[src/rtl/sync_fifo_pkg.sv]
`default_nettype none
// ============================================================================
// Module   : sync_fifo_pkg
// Brief    : Shared types and elaboration helpers for the single-clock FIFO.
// Revision : 1.0
// ============================================================================
package sync_fifo_pkg;

    typedef enum logic {
        READ_STD  = 1'b0,
        READ_FWFT = 1'b1
    } read_mode_e;

    function automatic int level_width(input int size);
        return $clog2(size + 1);
    endfunction

    function automatic bit params_ok(input int size, input int af_th, input int ae_th);
        return (size >= 2) && (af_th >= 1) && (af_th <= size) &&
               (ae_th >= 0) && (ae_th <= size - 1);
    endfunction

endpackage
`default_nettype wire

[src/rtl/sync_fifo_if.sv]
`default_nettype none
// ============================================================================
// Module   : sync_fifo_if
// Brief    : Write/read handshake bundle between a FIFO user and sync_fifo.
// Revision : 1.0
// ============================================================================
interface sync_fifo_if #(
    parameter int BITS = 32,
    parameter int SIZE = 16
);
    localparam int LW = sync_fifo_pkg::level_width(SIZE);

    logic            p_clear;
    logic            p_write_en;
    logic [BITS-1:0] p_write_data;
    logic            p_write_full;
    logic            p_write_almost_full;
    logic            p_read_en;
    logic [BITS-1:0] p_read_data;
    logic            p_read_empty;
    logic            p_read_almost_empty;
    logic [LW-1:0]   p_level;
    logic            p_overflow;
    logic            p_underflow;

    modport master (
        output p_clear, p_write_en, p_write_data, p_read_en,
        input  p_write_full, p_write_almost_full, p_read_data, p_read_empty,
               p_read_almost_empty, p_level, p_overflow, p_underflow
    );

    modport slave (
        input  p_clear, p_write_en, p_write_data, p_read_en,
        output p_write_full, p_write_almost_full, p_read_data, p_read_empty,
               p_read_almost_empty, p_level, p_overflow, p_underflow
    );
endinterface
`default_nettype wire

[src/rtl/sync_fifo_ram.sv]
`default_nettype none
// ============================================================================
// Module   : fifo_ram
// Brief    : Storage array, one synchronous write port, one async read port.
// Revision : 1.0
// ============================================================================
module fifo_ram #(
    parameter int BITS = 32,
    parameter int SIZE = 16
) (
    input  wire logic                    clk,
    input  wire logic                    i_we,
    input  wire logic [$clog2(SIZE)-1:0] i_waddr,
    input  wire logic [BITS-1:0]         i_wdata,
    input  wire logic [$clog2(SIZE)-1:0] i_raddr,
    output      logic [BITS-1:0]         o_rdata
);
    logic [BITS-1:0] r_mem [SIZE];

    always_ff @(posedge clk) begin
        if (i_we) begin
            r_mem[i_waddr] <= i_wdata;
        end
    end

    assign o_rdata = r_mem[i_raddr];
endmodule
`default_nettype wire

[src/rtl/sync_fifo.sv]
`default_nettype none
// ============================================================================
// Module   : sync_fifo
// Brief    : Single-clock FIFO with level, thresholds, flush, FWFT/standard read.
// Revision : 1.0
// ============================================================================
module sync_fifo
    import sync_fifo_pkg::*;
#(
    parameter int BITS  = 32,
    parameter int SIZE  = 16,
    parameter int FWFT  = 0,
    parameter int AF_TH = SIZE - 2,
    parameter int AE_TH = 2
) (
    input  wire logic    clk,
    input  wire logic    rst_n,
    sync_fifo_if.slave   fifo
);
    localparam int                LW         = level_width(SIZE);
    localparam int                AW         = $clog2(SIZE);
    localparam logic [AW-1:0]     c_ptr_last = AW'(SIZE - 1);
    localparam logic [AW-1:0]     c_ptr_one  = AW'(1);
    localparam logic [LW-1:0]     c_lvl_one  = LW'(1);
    localparam logic [LW-1:0]     c_lvl_full = LW'(SIZE);
    localparam logic [LW-1:0]     c_af_th    = LW'(AF_TH);
    localparam logic [LW-1:0]     c_ae_th    = LW'(AE_TH);
    localparam read_mode_e        c_mode     = (FWFT != 0) ? READ_FWFT : READ_STD;

    generate
        if (!params_ok(SIZE, AF_TH, AE_TH)) begin : g_param_check
            $fatal(1, "sync_fifo: SIZE must be >= 2, AF_TH in 1..SIZE, AE_TH in 0..SIZE-1");
        end
    endgenerate

    logic [AW-1:0]   r_wr_ptr;
    logic [AW-1:0]   r_rd_ptr;
    logic [LW-1:0]   r_level;
    logic            r_overflow;
    logic            r_underflow;
    logic [BITS-1:0] r_rd_data;
    logic [BITS-1:0] w_ram_data;
    logic            w_empty;
    logic            w_full;
    logic            w_rd_ok;
    logic            w_wr_ok;
    logic            w_ram_we;

    assign w_empty  = (r_level == '0);
    assign w_full   = (r_level == c_lvl_full);
    assign w_rd_ok  = fifo.p_read_en & ~w_empty;
    // A full FIFO still accepts a write when a read frees a slot in the same cycle.
    assign w_wr_ok  = fifo.p_write_en & (~w_full | w_rd_ok);
    assign w_ram_we = w_wr_ok & ~fifo.p_clear;

    fifo_ram #(
        .BITS (BITS),
        .SIZE (SIZE)
    ) u_ram (
        .clk     (clk),
        .i_we    (w_ram_we),
        .i_waddr (r_wr_ptr),
        .i_wdata (fifo.p_write_data),
        .i_raddr (r_rd_ptr),
        .o_rdata (w_ram_data)
    );

    always_ff @(posedge clk or negedge rst_n) begin
        if (!rst_n) begin
            r_wr_ptr    <= '0;
            r_rd_ptr    <= '0;
            r_level     <= '0;
            r_overflow  <= 1'b0;
            r_underflow <= 1'b0;
            r_rd_data   <= '0;
        end else if (fifo.p_clear) begin
            r_wr_ptr    <= '0;
            r_rd_ptr    <= '0;
            r_level     <= '0;
            r_overflow  <= 1'b0;
            r_underflow <= 1'b0;
        end else begin
            if (w_wr_ok) begin
                r_wr_ptr <= (r_wr_ptr == c_ptr_last) ? '0 : r_wr_ptr + c_ptr_one;
            end
            if (w_rd_ok) begin
                r_rd_ptr <= (r_rd_ptr == c_ptr_last) ? '0 : r_rd_ptr + c_ptr_one;
            end
            if (w_wr_ok && !w_rd_ok) begin
                r_level <= r_level + c_lvl_one;
            end else if (w_rd_ok && !w_wr_ok) begin
                r_level <= r_level - c_lvl_one;
            end
            if (fifo.p_write_en && !w_wr_ok) begin
                r_overflow <= 1'b1;
            end
            if (fifo.p_read_en && !w_rd_ok) begin
                r_underflow <= 1'b1;
            end
            if ((c_mode == READ_STD) && w_rd_ok) begin
                r_rd_data <= w_ram_data;
            end
        end
    end

    assign fifo.p_read_data         = (c_mode == READ_FWFT) ? (w_empty ? '0 : w_ram_data)
                                                            : r_rd_data;
    assign fifo.p_write_full        = w_full;
    assign fifo.p_write_almost_full = (r_level >= c_af_th);
    assign fifo.p_read_empty        = w_empty;
    assign fifo.p_read_almost_empty = (r_level <= c_ae_th);
    assign fifo.p_level             = r_level;
    assign fifo.p_overflow          = r_overflow;
    assign fifo.p_underflow         = r_underflow;
endmodule
`default_nettype wire

[src/flat_wrapper.sv]
// flat-port wrapper written by rule: the top's interface ports become plain ports
module sync_fifo_flat import sync_fifo_pkg::*;
#(
    parameter int BITS  = 32,
    parameter int SIZE  = 16,
    parameter int FWFT  = 0,
    parameter int AF_TH = SIZE - 2,
    parameter int AE_TH = 2
)
  (clk, rst_n, fifo_p_clear, fifo_p_write_en, fifo_p_write_data, fifo_p_read_en, fifo_p_write_full, fifo_p_write_almost_full, fifo_p_read_data, fifo_p_read_empty, fifo_p_read_almost_empty, fifo_p_level, fifo_p_overflow, fifo_p_underflow);
  sync_fifo_if #(.BITS(BITS), .SIZE(SIZE)) fifo_i ();
  input  wire logic clk;
  input  wire logic rst_n;
  input wire logic [$bits(fifo_i.p_clear)-1:0] fifo_p_clear;
  input wire logic [$bits(fifo_i.p_write_en)-1:0] fifo_p_write_en;
  input wire logic [$bits(fifo_i.p_write_data)-1:0] fifo_p_write_data;
  input wire logic [$bits(fifo_i.p_read_en)-1:0] fifo_p_read_en;
  output wire logic [$bits(fifo_i.p_write_full)-1:0] fifo_p_write_full;
  output wire logic [$bits(fifo_i.p_write_almost_full)-1:0] fifo_p_write_almost_full;
  output wire logic [$bits(fifo_i.p_read_data)-1:0] fifo_p_read_data;
  output wire logic [$bits(fifo_i.p_read_empty)-1:0] fifo_p_read_empty;
  output wire logic [$bits(fifo_i.p_read_almost_empty)-1:0] fifo_p_read_almost_empty;
  output wire logic [$bits(fifo_i.p_level)-1:0] fifo_p_level;
  output wire logic [$bits(fifo_i.p_overflow)-1:0] fifo_p_overflow;
  output wire logic [$bits(fifo_i.p_underflow)-1:0] fifo_p_underflow;
  assign fifo_i.p_clear = fifo_p_clear;
  assign fifo_i.p_write_en = fifo_p_write_en;
  assign fifo_i.p_write_data = fifo_p_write_data;
  assign fifo_i.p_read_en = fifo_p_read_en;
  assign fifo_p_write_full = fifo_i.p_write_full;
  assign fifo_p_write_almost_full = fifo_i.p_write_almost_full;
  assign fifo_p_read_data = fifo_i.p_read_data;
  assign fifo_p_read_empty = fifo_i.p_read_empty;
  assign fifo_p_read_almost_empty = fifo_i.p_read_almost_empty;
  assign fifo_p_level = fifo_i.p_level;
  assign fifo_p_overflow = fifo_i.p_overflow;
  assign fifo_p_underflow = fifo_i.p_underflow;
  sync_fifo #(.BITS(BITS), .SIZE(SIZE), .FWFT(FWFT), .AF_TH(AF_TH), .AE_TH(AE_TH)) u_core (.clk(clk), .rst_n(rst_n), .fifo(fifo_i));
endmodule
[config.mk]
export PLATFORM = sky130hd
export DESIGN_NAME = sync_fifo_flat
export DESIGN_NICKNAME = d
export VERILOG_FILES = /design/src/rtl/sync_fifo_pkg.sv /design/src/rtl/sync_fifo_if.sv /design/src/rtl/sync_fifo_ram.sv /design/src/rtl/sync_fifo.sv /design/src/flat_wrapper.sv
export SDC_FILE = /design/constraint.sdc
export NUM_CORES = 1
export LEC_CHECK = 0
export ABC_CLOCK_PERIOD_IN_PS = 5000
export BUFFER_PORTS_ARGS = -buffer_cell sky130_fd_sc_hd__buf_2
export CAP_MARGIN = 25
export CORE_MARGIN = 2
export CORE_UTILIZATION = 40
export DETAILED_ROUTE_END_ITERATION = 7
export GPL_TIMING_DRIVEN = 0
export SYNTH_ARGS = -nofsm -noshare
export SYNTH_HDL_FRONTEND = slang
export SYNTH_SLANG_ARGS = --single-unit
[constraint.sdc]
create_clock -name clk -period 5 [get_ports clk]
set_input_delay 0.5 -clock clk [delete_from_list [all_inputs] [get_ports clk]]
set_output_delay 0.5 -clock clk [all_outputs]
set_load 0.05 [all_outputs]
==> Word-level counts from Yosys, hierarchy flattened <==
Memories as Yosys holds them, arrays and structs flattened. A register that Yosys moved wholly into a read port is not among the register bits.
Cells that the tools add are included.
{ "totals": {"reg_bits": 15, "ramBits": 512, "elab_cells": 51, "n_memories": 1} }
{ "mem_list": {"columns": ["name", "depth", "word_bits", "read_ports", "rd_ports_with_merged_regs", "wr", "line_no", "source"], "rows": [
  ["u_core.u_ram.r_mem", 16, 32, 1, 1, 1, "sync_fifo_ram.sv:18", "logic [BITS-1:0] r_mem [SIZE];"]
]} }
{ "classes": {"add_sub_neg": 4, "magnitude_cmp": 2, "eq_ne": 3, "mux": 15, "bitwise_logic": 7, "n_reduce_logical": 14} }
{ "ops": {"columns": ["cell", "count"], "rows": [
  ["4-bit 2-to-1 mux", 6],
  ["5-bit 2-to-1 mux", 3],
  ["4-bit by 1-bit adder with 4-bit output, second input constant", 2],
  ["4-bit equality test, second input constant", 2],
  ["2-bit nonzero test", 4],
  ["1-bit 2-to-1 mux", 6],
  ["5-bit by 1-bit adder with 5-bit output, second input constant", 1],
  ["5-bit equality test, second input constant", 1],
  ["5-bit by 4-bit greater-or-equal comparator with 1-bit output, second input constant", 1],
  ["5-bit by 2-bit <= comparator with 1-bit output, second input constant", 1],
  ["5-bit logical NOT", 1],
  ["5-bit by 1-bit subtractor with 5-bit output, second input constant", 1],
  ["1-bit logical AND", 4],
  ["1-bit AND", 3],
  ["1-bit logical NOT", 3],
  ["1-bit inverter", 3],
  ["3-bit nonzero test", 1],
  ["2-bit AND reduction", 1],
  ["1-bit OR", 1]
]} }

==> Depth between registers and ports, before layout <==
{ "depth": {"depth_word": 10, "mapped_depth": 9} }

==> By module <==
A second synthesis with hierarchy kept.
{ "hier_totals": {"hier_cells": 978, "hier_area_um2": 21543.2} }
{ "by_module_without_submodules": {"columns": ["mod", "n_inst", "cells_each", "area_each_um2"], "rows": [
  ["fifo_ram", 1, 806, 19213.4],
  ["sync_fifo", 1, 172, 2329.7]
]} }

==> Worst setup path before layout <==
OpenSTA, ideal clock, no wires.
{ "synth_timing": {"path_type": "flip-flop to flip-flop", "startpoint": "register u_core.r_level[0], in the netlist u_core.fifo.p_level[0]", "endpoint": "memory u_core.u_ram.r_mem[3][0] (enable)", "t_arrival_ps": 3747, "t_required_ps": 4539, "setup_slack_ps": 792, "path_stages_with_launch": 5, "synth_period_minus_slack_ps": 4208, "cell_sequence": "dfrtp_1 -> nor4_1 -> a311oi_1 -> nand2_1 -> nor3_1"} }
{ "synth_between": {"elab_chain_len": 8, "word_cells_on_any_way": 10, "cone_classes": "eq/ne (1); mux (2); bitwise (6); reduce/logical (1)"} }
{ "synth_lines": {"columns": ["item", "line_no", "source"], "rows": [
  ["start: declaration", "sync_fifo.sv:38", "logic [LW-1:0] r_level;"],
  ["start signal: assignment", "sync_fifo.sv:90", "r_level <= r_level + c_lvl_one;"],
  ["start signal: assignment", "sync_fifo.sv:92", "r_level <= r_level - c_lvl_one;"],
  ["5-bit logical NOT", "sync_fifo.sv:49", "assign w_empty = (r_level == '0);"],
  ["1-bit inverter", "sync_fifo.sv:51", "assign w_rd_ok = fifo.p_read_en & ~w_empty;"],
  ["1-bit AND", "sync_fifo.sv:51", null],
  ["1-bit OR (*)", "sync_fifo.sv:53", "assign w_wr_ok = fifo.p_write_en & (~w_full | w_rd_ok);"],
  ["1-bit AND (*)", "sync_fifo.sv:53", null],
  ["1-bit AND (*)", "sync_fifo.sv:54", "assign w_ram_we = w_wr_ok & ~fifo.p_clear;"],
  ["1-bit 2-to-1 mux (*)", "sync_fifo_ram.sv:21", "if (i_we) begin"],
  ["1-bit 2-to-1 mux (not written as such) (*)", "sync_fifo_ram.sv:22", "r_mem[i_waddr] <= i_wdata;"],
  ["end: declaration", "sync_fifo_ram.sv:18", null]
]} }
Mark *: on every way between the ends. The rest lies on a longest branch, timed or not.

==> Worst setup path after layout <==
{ "layout_timing": {"startpoint": "register u_core.r_level[0], in the netlist u_core.fifo.p_level[0]", "endpoint": "register u_core.r_level[4], in the netlist u_core.fifo.p_level[4]"} }
{ "layout_between": {"elab_chain_len": 8, "word_cells_on_any_way": 17, "cone_classes": "add/sub (2); eq/ne (1); mux (3); bitwise (5); reduce/logical (6)"} }
{ "layout_lines": {"columns": ["item"], "rows": [
  ["parallel branches: the longest is 8 deep, another holds 5-bit by 1-bit subtractor with 5-bit output"]
]} }
Several ways; the timed one is not identified. The select of a mux whose other input is x is not followed.
A chain may end at the register's enable or synchronous reset.

==> impl_metrics.yaml <==
status:
  status: "completed"
global_route:
  grt.busiest_layer: "met2"
  use_met2_pct: 28.4
  grt_usage_pct: 17.6
  grt_pass1_wl_um: 71900
  grt_use_met1_pct: 25.0
  grt_overflow_total: 0
  grt_pass1_vias: 10800
  grt_max_degree: 48
  gr-usage-met3_pct: 3.13
  antenna_found_initial: 2
timing:
  drv_slew: 0
  skew_ns: 0.0183
  fin_crit_sh_pct: 67.7
  timing.setup.tns_ns: 0
  max_freq_ghz: 0.295
  final-hold-violation-count: 0
  slew_headroom_pct: 31.8
  fin_ws_ns: 1.62
  setup-violations-final: 0
  fin_crit_ns: 3.38
  tightest_slew_ns: 1.02
  rsz0062_at_grt: "no"
cts:
  clkTransAtPathRegs_ns: 0.06
  cts_resized: 0
  cts_htree_levels: 2
  ctsHoldBuffers: 1
  clkSinkCount: 559
  cts_max_path_buffers: 3
  cts_tree: "built"
  cts_setup_buffers: 0
  numCtsBuffers: 56
  clock_latency_ns: 0.61
  cts_root_buf: "clkbuf_16"
hold_path:
  hp-start: "fifo_p_write_data[11]"
  holdPathStages: 1
  min_to: "u_core.u_ram.r_mem[11][11]$_DFFE_PP_"
  hold_path.class: "input pin to flip-flop"
worst_setup_path:
  worstPathRequired_ns: 5.45
  cp_slowest_stage_delay_ns: 0.55
  cp_slowest_cell: "or4_1"
  path_cells: "or4_1 > buf_4 > o21ai_0 > nand2b_1 > fa_1 > a21o_1 > a21oi_1 > mux2i_1 > a31oi_1"
  cp-end-kind: "flip-flop"
  crit_fanout: 10
  path_class: "flip-flop to flip-flop"
  worst-path-buf-inv: 1
  worstPathArrival_ns: 3.84
  r2r-end: "u_core.fifo.p_level[4]$_DFFE_PN0P_"
  critical_path_cell_count: 9
  crit_family: "compound AO/OA/AOI/OAI gates"
  critPathLaunchType: "flip-flop"
  crit-reg2reg-launch: "u_core.fifo.p_level[0]$_DFFE_PN0P_"
  r2r_slack_ns: 1.62
  rr_worst_depth: 9
synthesis:
  syn_inst: 984
  syn-cell-area_um2: 21400
  synth-seq-area-share_pct: 77.5
  avgSynthCellArea_um2: 21.7
  synth-seq-cells: 559
  synthFlopType: "edfxtp_1"
  yosysWarnings: 0
  synth_edf_count: 512
  ys_types: 41
  syn_nets: 1031
  async_reset_ff_share_pct: 8.41
pwr:
  p_leak_uw: 0.00793
  combPwrFrac_pct: 16.9
  ir_drop_v: 0.000235
  power.density_nw_per_um2: 458
  seq_power_share_pct: 47.5
  intPower_uw: 8290
  p_sw_uw: 3150
  swShare_pct: 27.6
  p_total_uw: 11400
  clkPwrFrac_pct: 35.6
drt:
  vias: 10600
  via_per_inst: 5.62
  wire_per_inst_um: 25.8
  drt_iter0_drc: 1065
  routed_wl_um: 48600
  antenna_left: 0
  drtPass1Iterations: 5
  drc_errors: 0
floorplan:
  start_util_pct: 40.6
  io_pins: 80
  core.rowCount: 84
  die_w_um: 235
  core-area_um2: 52700
  dieArea_um2: 55300
  die_y_um: 235
layout:
  final_util_pct: 47.5
  final_area_um2: 25000
  seq_area_um2: 16600
  multi_input_area_um2: 4640
  drive_above_1_share_pct: 33.0
  fin_nets: 1194
  areaGrowthSynthToFinish_pct: 17.0
  nFillCells: 4310
job:
  cap_violations: 0
placement:
  post_dp_cell_area_um2: 23200
  dp_slack_ns: 1.65
  io_buffers: 77
  gp_congestion: 0.771
  post-dp-hpwl_um: 30800
[sequential cells by signal, indices dropped and copies added (netlist names)]
signal	flops
u_core.u_ram.r_mem	512
u_core.fifo.p_underflow	1
u_core.r_wr_ptr	4
u_core.fifo.p_read_data	32
u_core.fifo.p_level	5
u_core.fifo.p_overflow	1
u_core.r_rd_ptr	4
[how the worst max path moves through the flow]
stage | startpoint | endpoint
global placement | fifo_p_read_en | u_core.u_ram.r_mem[2][16]$_DFFE_PP_
finish | u_core.fifo.p_level[0]$_DFFE_PN0P_ | u_core.fifo.p_level[4]$_DFFE_PN0P_
global route | u_core.fifo.p_level[0]$_DFFE_PN0P_ | u_core.fifo.p_level[4]$_DFFE_PN0P_
detailed placement | fifo_p_read_en | u_core.u_ram.r_mem[1][14]$_DFFE_PP_
CTS | u_core.fifo.p_level[0]$_DFFE_PN0P_ | u_core.fifo.p_level[4]$_DFFE_PN0P_
floorplan | u_core.fifo.p_level[0]$_DFFE_PN0P_ | u_core.u_ram.r_mem[3][0]$_DFFE_PP_
[worst reg2reg max path: stages (launching register included)]
cell      delay (ns)
dfrtp_1         0.47
or4_1           0.55
buf_4           0.19
o21ai_0         0.44
nand2b_1        0.28
fa_1            0.47
a21o_1          0.21
a21oi_1         0.28
mux2i_1         0.23
a31oi_1         0.12
[power by group through the flow]
stage / clock, uW / combinational, uW / sequential, uW
after floorplan: 0 / 909 / 5990
after global placement: 0 / 1910 / 5540
after detailed placement: 0 / 1960 / 5540
after CTS: 4150 / 1960 / 5440
after global routing: 4320 / 2060 / 5460
final: 4070 / 1940 / 5440
[cells in the final DEF (no fill, tap or decap), types with 7 or more instances in the layout]
master / count
a21oi_1: 42
buf_12: 7
buf_2: 90
buf_4: 9
buf_6: 12
clkbuf_1: 46
clkbuf_16: 58
clkbuf_8: 8
clkinv_2: 12
dfrtp_1: 47
edfxtp_1: 512
ha_1: 9
inv_1: 7
mux2_2: 36
mux4_2: 128
nand2_1: 11
nor2_1: 11
nor2_4: 12
o22ai_1: 64
[cells in the mapped netlist, types with 7 or more instances]
cell,number,area share [%]
dfrtp_1,47,5.5
ha_1,9,0.53
clkbuf_1,29,0.51
buf_4,8,0.28
a21oi_1,42,0.98
mux2_2,36,1.9
nor2_1,23,0.40
mux4_2,128,13
o22ai_1,64,1.9
nand2_1,11,0.19
buf_2,14,0.33
inv_1,7,0.12
edfxtp_1,512,72
[cell families (layout without fill, tap and decap cells)]
family,Yosys count,after routing,share of synthesized area [%]
other cells,0,1,0
flops,559,559,77.5
simple gates,55,55,1.19
buf+inv,63,273,1.33
compound gates,127,127,3.76
xor+xnor,3,3,0.123
fa+ha+maj,10,10,0.621
mux,167,167,15.5
[routing by layer]
metal / vias to the layer above / routed length, um
met4: 2 / 850
li1: 4467 / -
met3: 63 / 3070
met5: - / 13
met2: 357 / 23500
met1: 5698 / 21200
[through the flow]
| step | std cells | hold WS, ns |
|---|---|---|
| 2_1_floorplan | 984 | 0.204 |
| 6_report | 1883 | 0.260 |
| 3_5_place_dp | 1776 | 0.494 |
| 5_1_grt | 1882 | 0.257 |
| 4_1_cts | 1882 | 0.230 |
| 3_3_place_gp | 1749 | 0.480 |
[cell type report]
| class | instances | area share [%] |
|---|---|---|
| clock buffers | 83 | 6.50 |
| clock inverters | 22 | 0.681 |
| inverters | 7 | 0.105 |
| multi-input cells | 362 | 18.6 |
| plain buffers | 56 | 1.03 |
| flip-flops and latches | 559 | 66.2 |
| repair buffers | 105 | 3.42 |
| diodes | 1 | 0.0100 |
| well taps | 688 | 3.44 |
No activity file was read; power rests on OpenSTA's default activity.
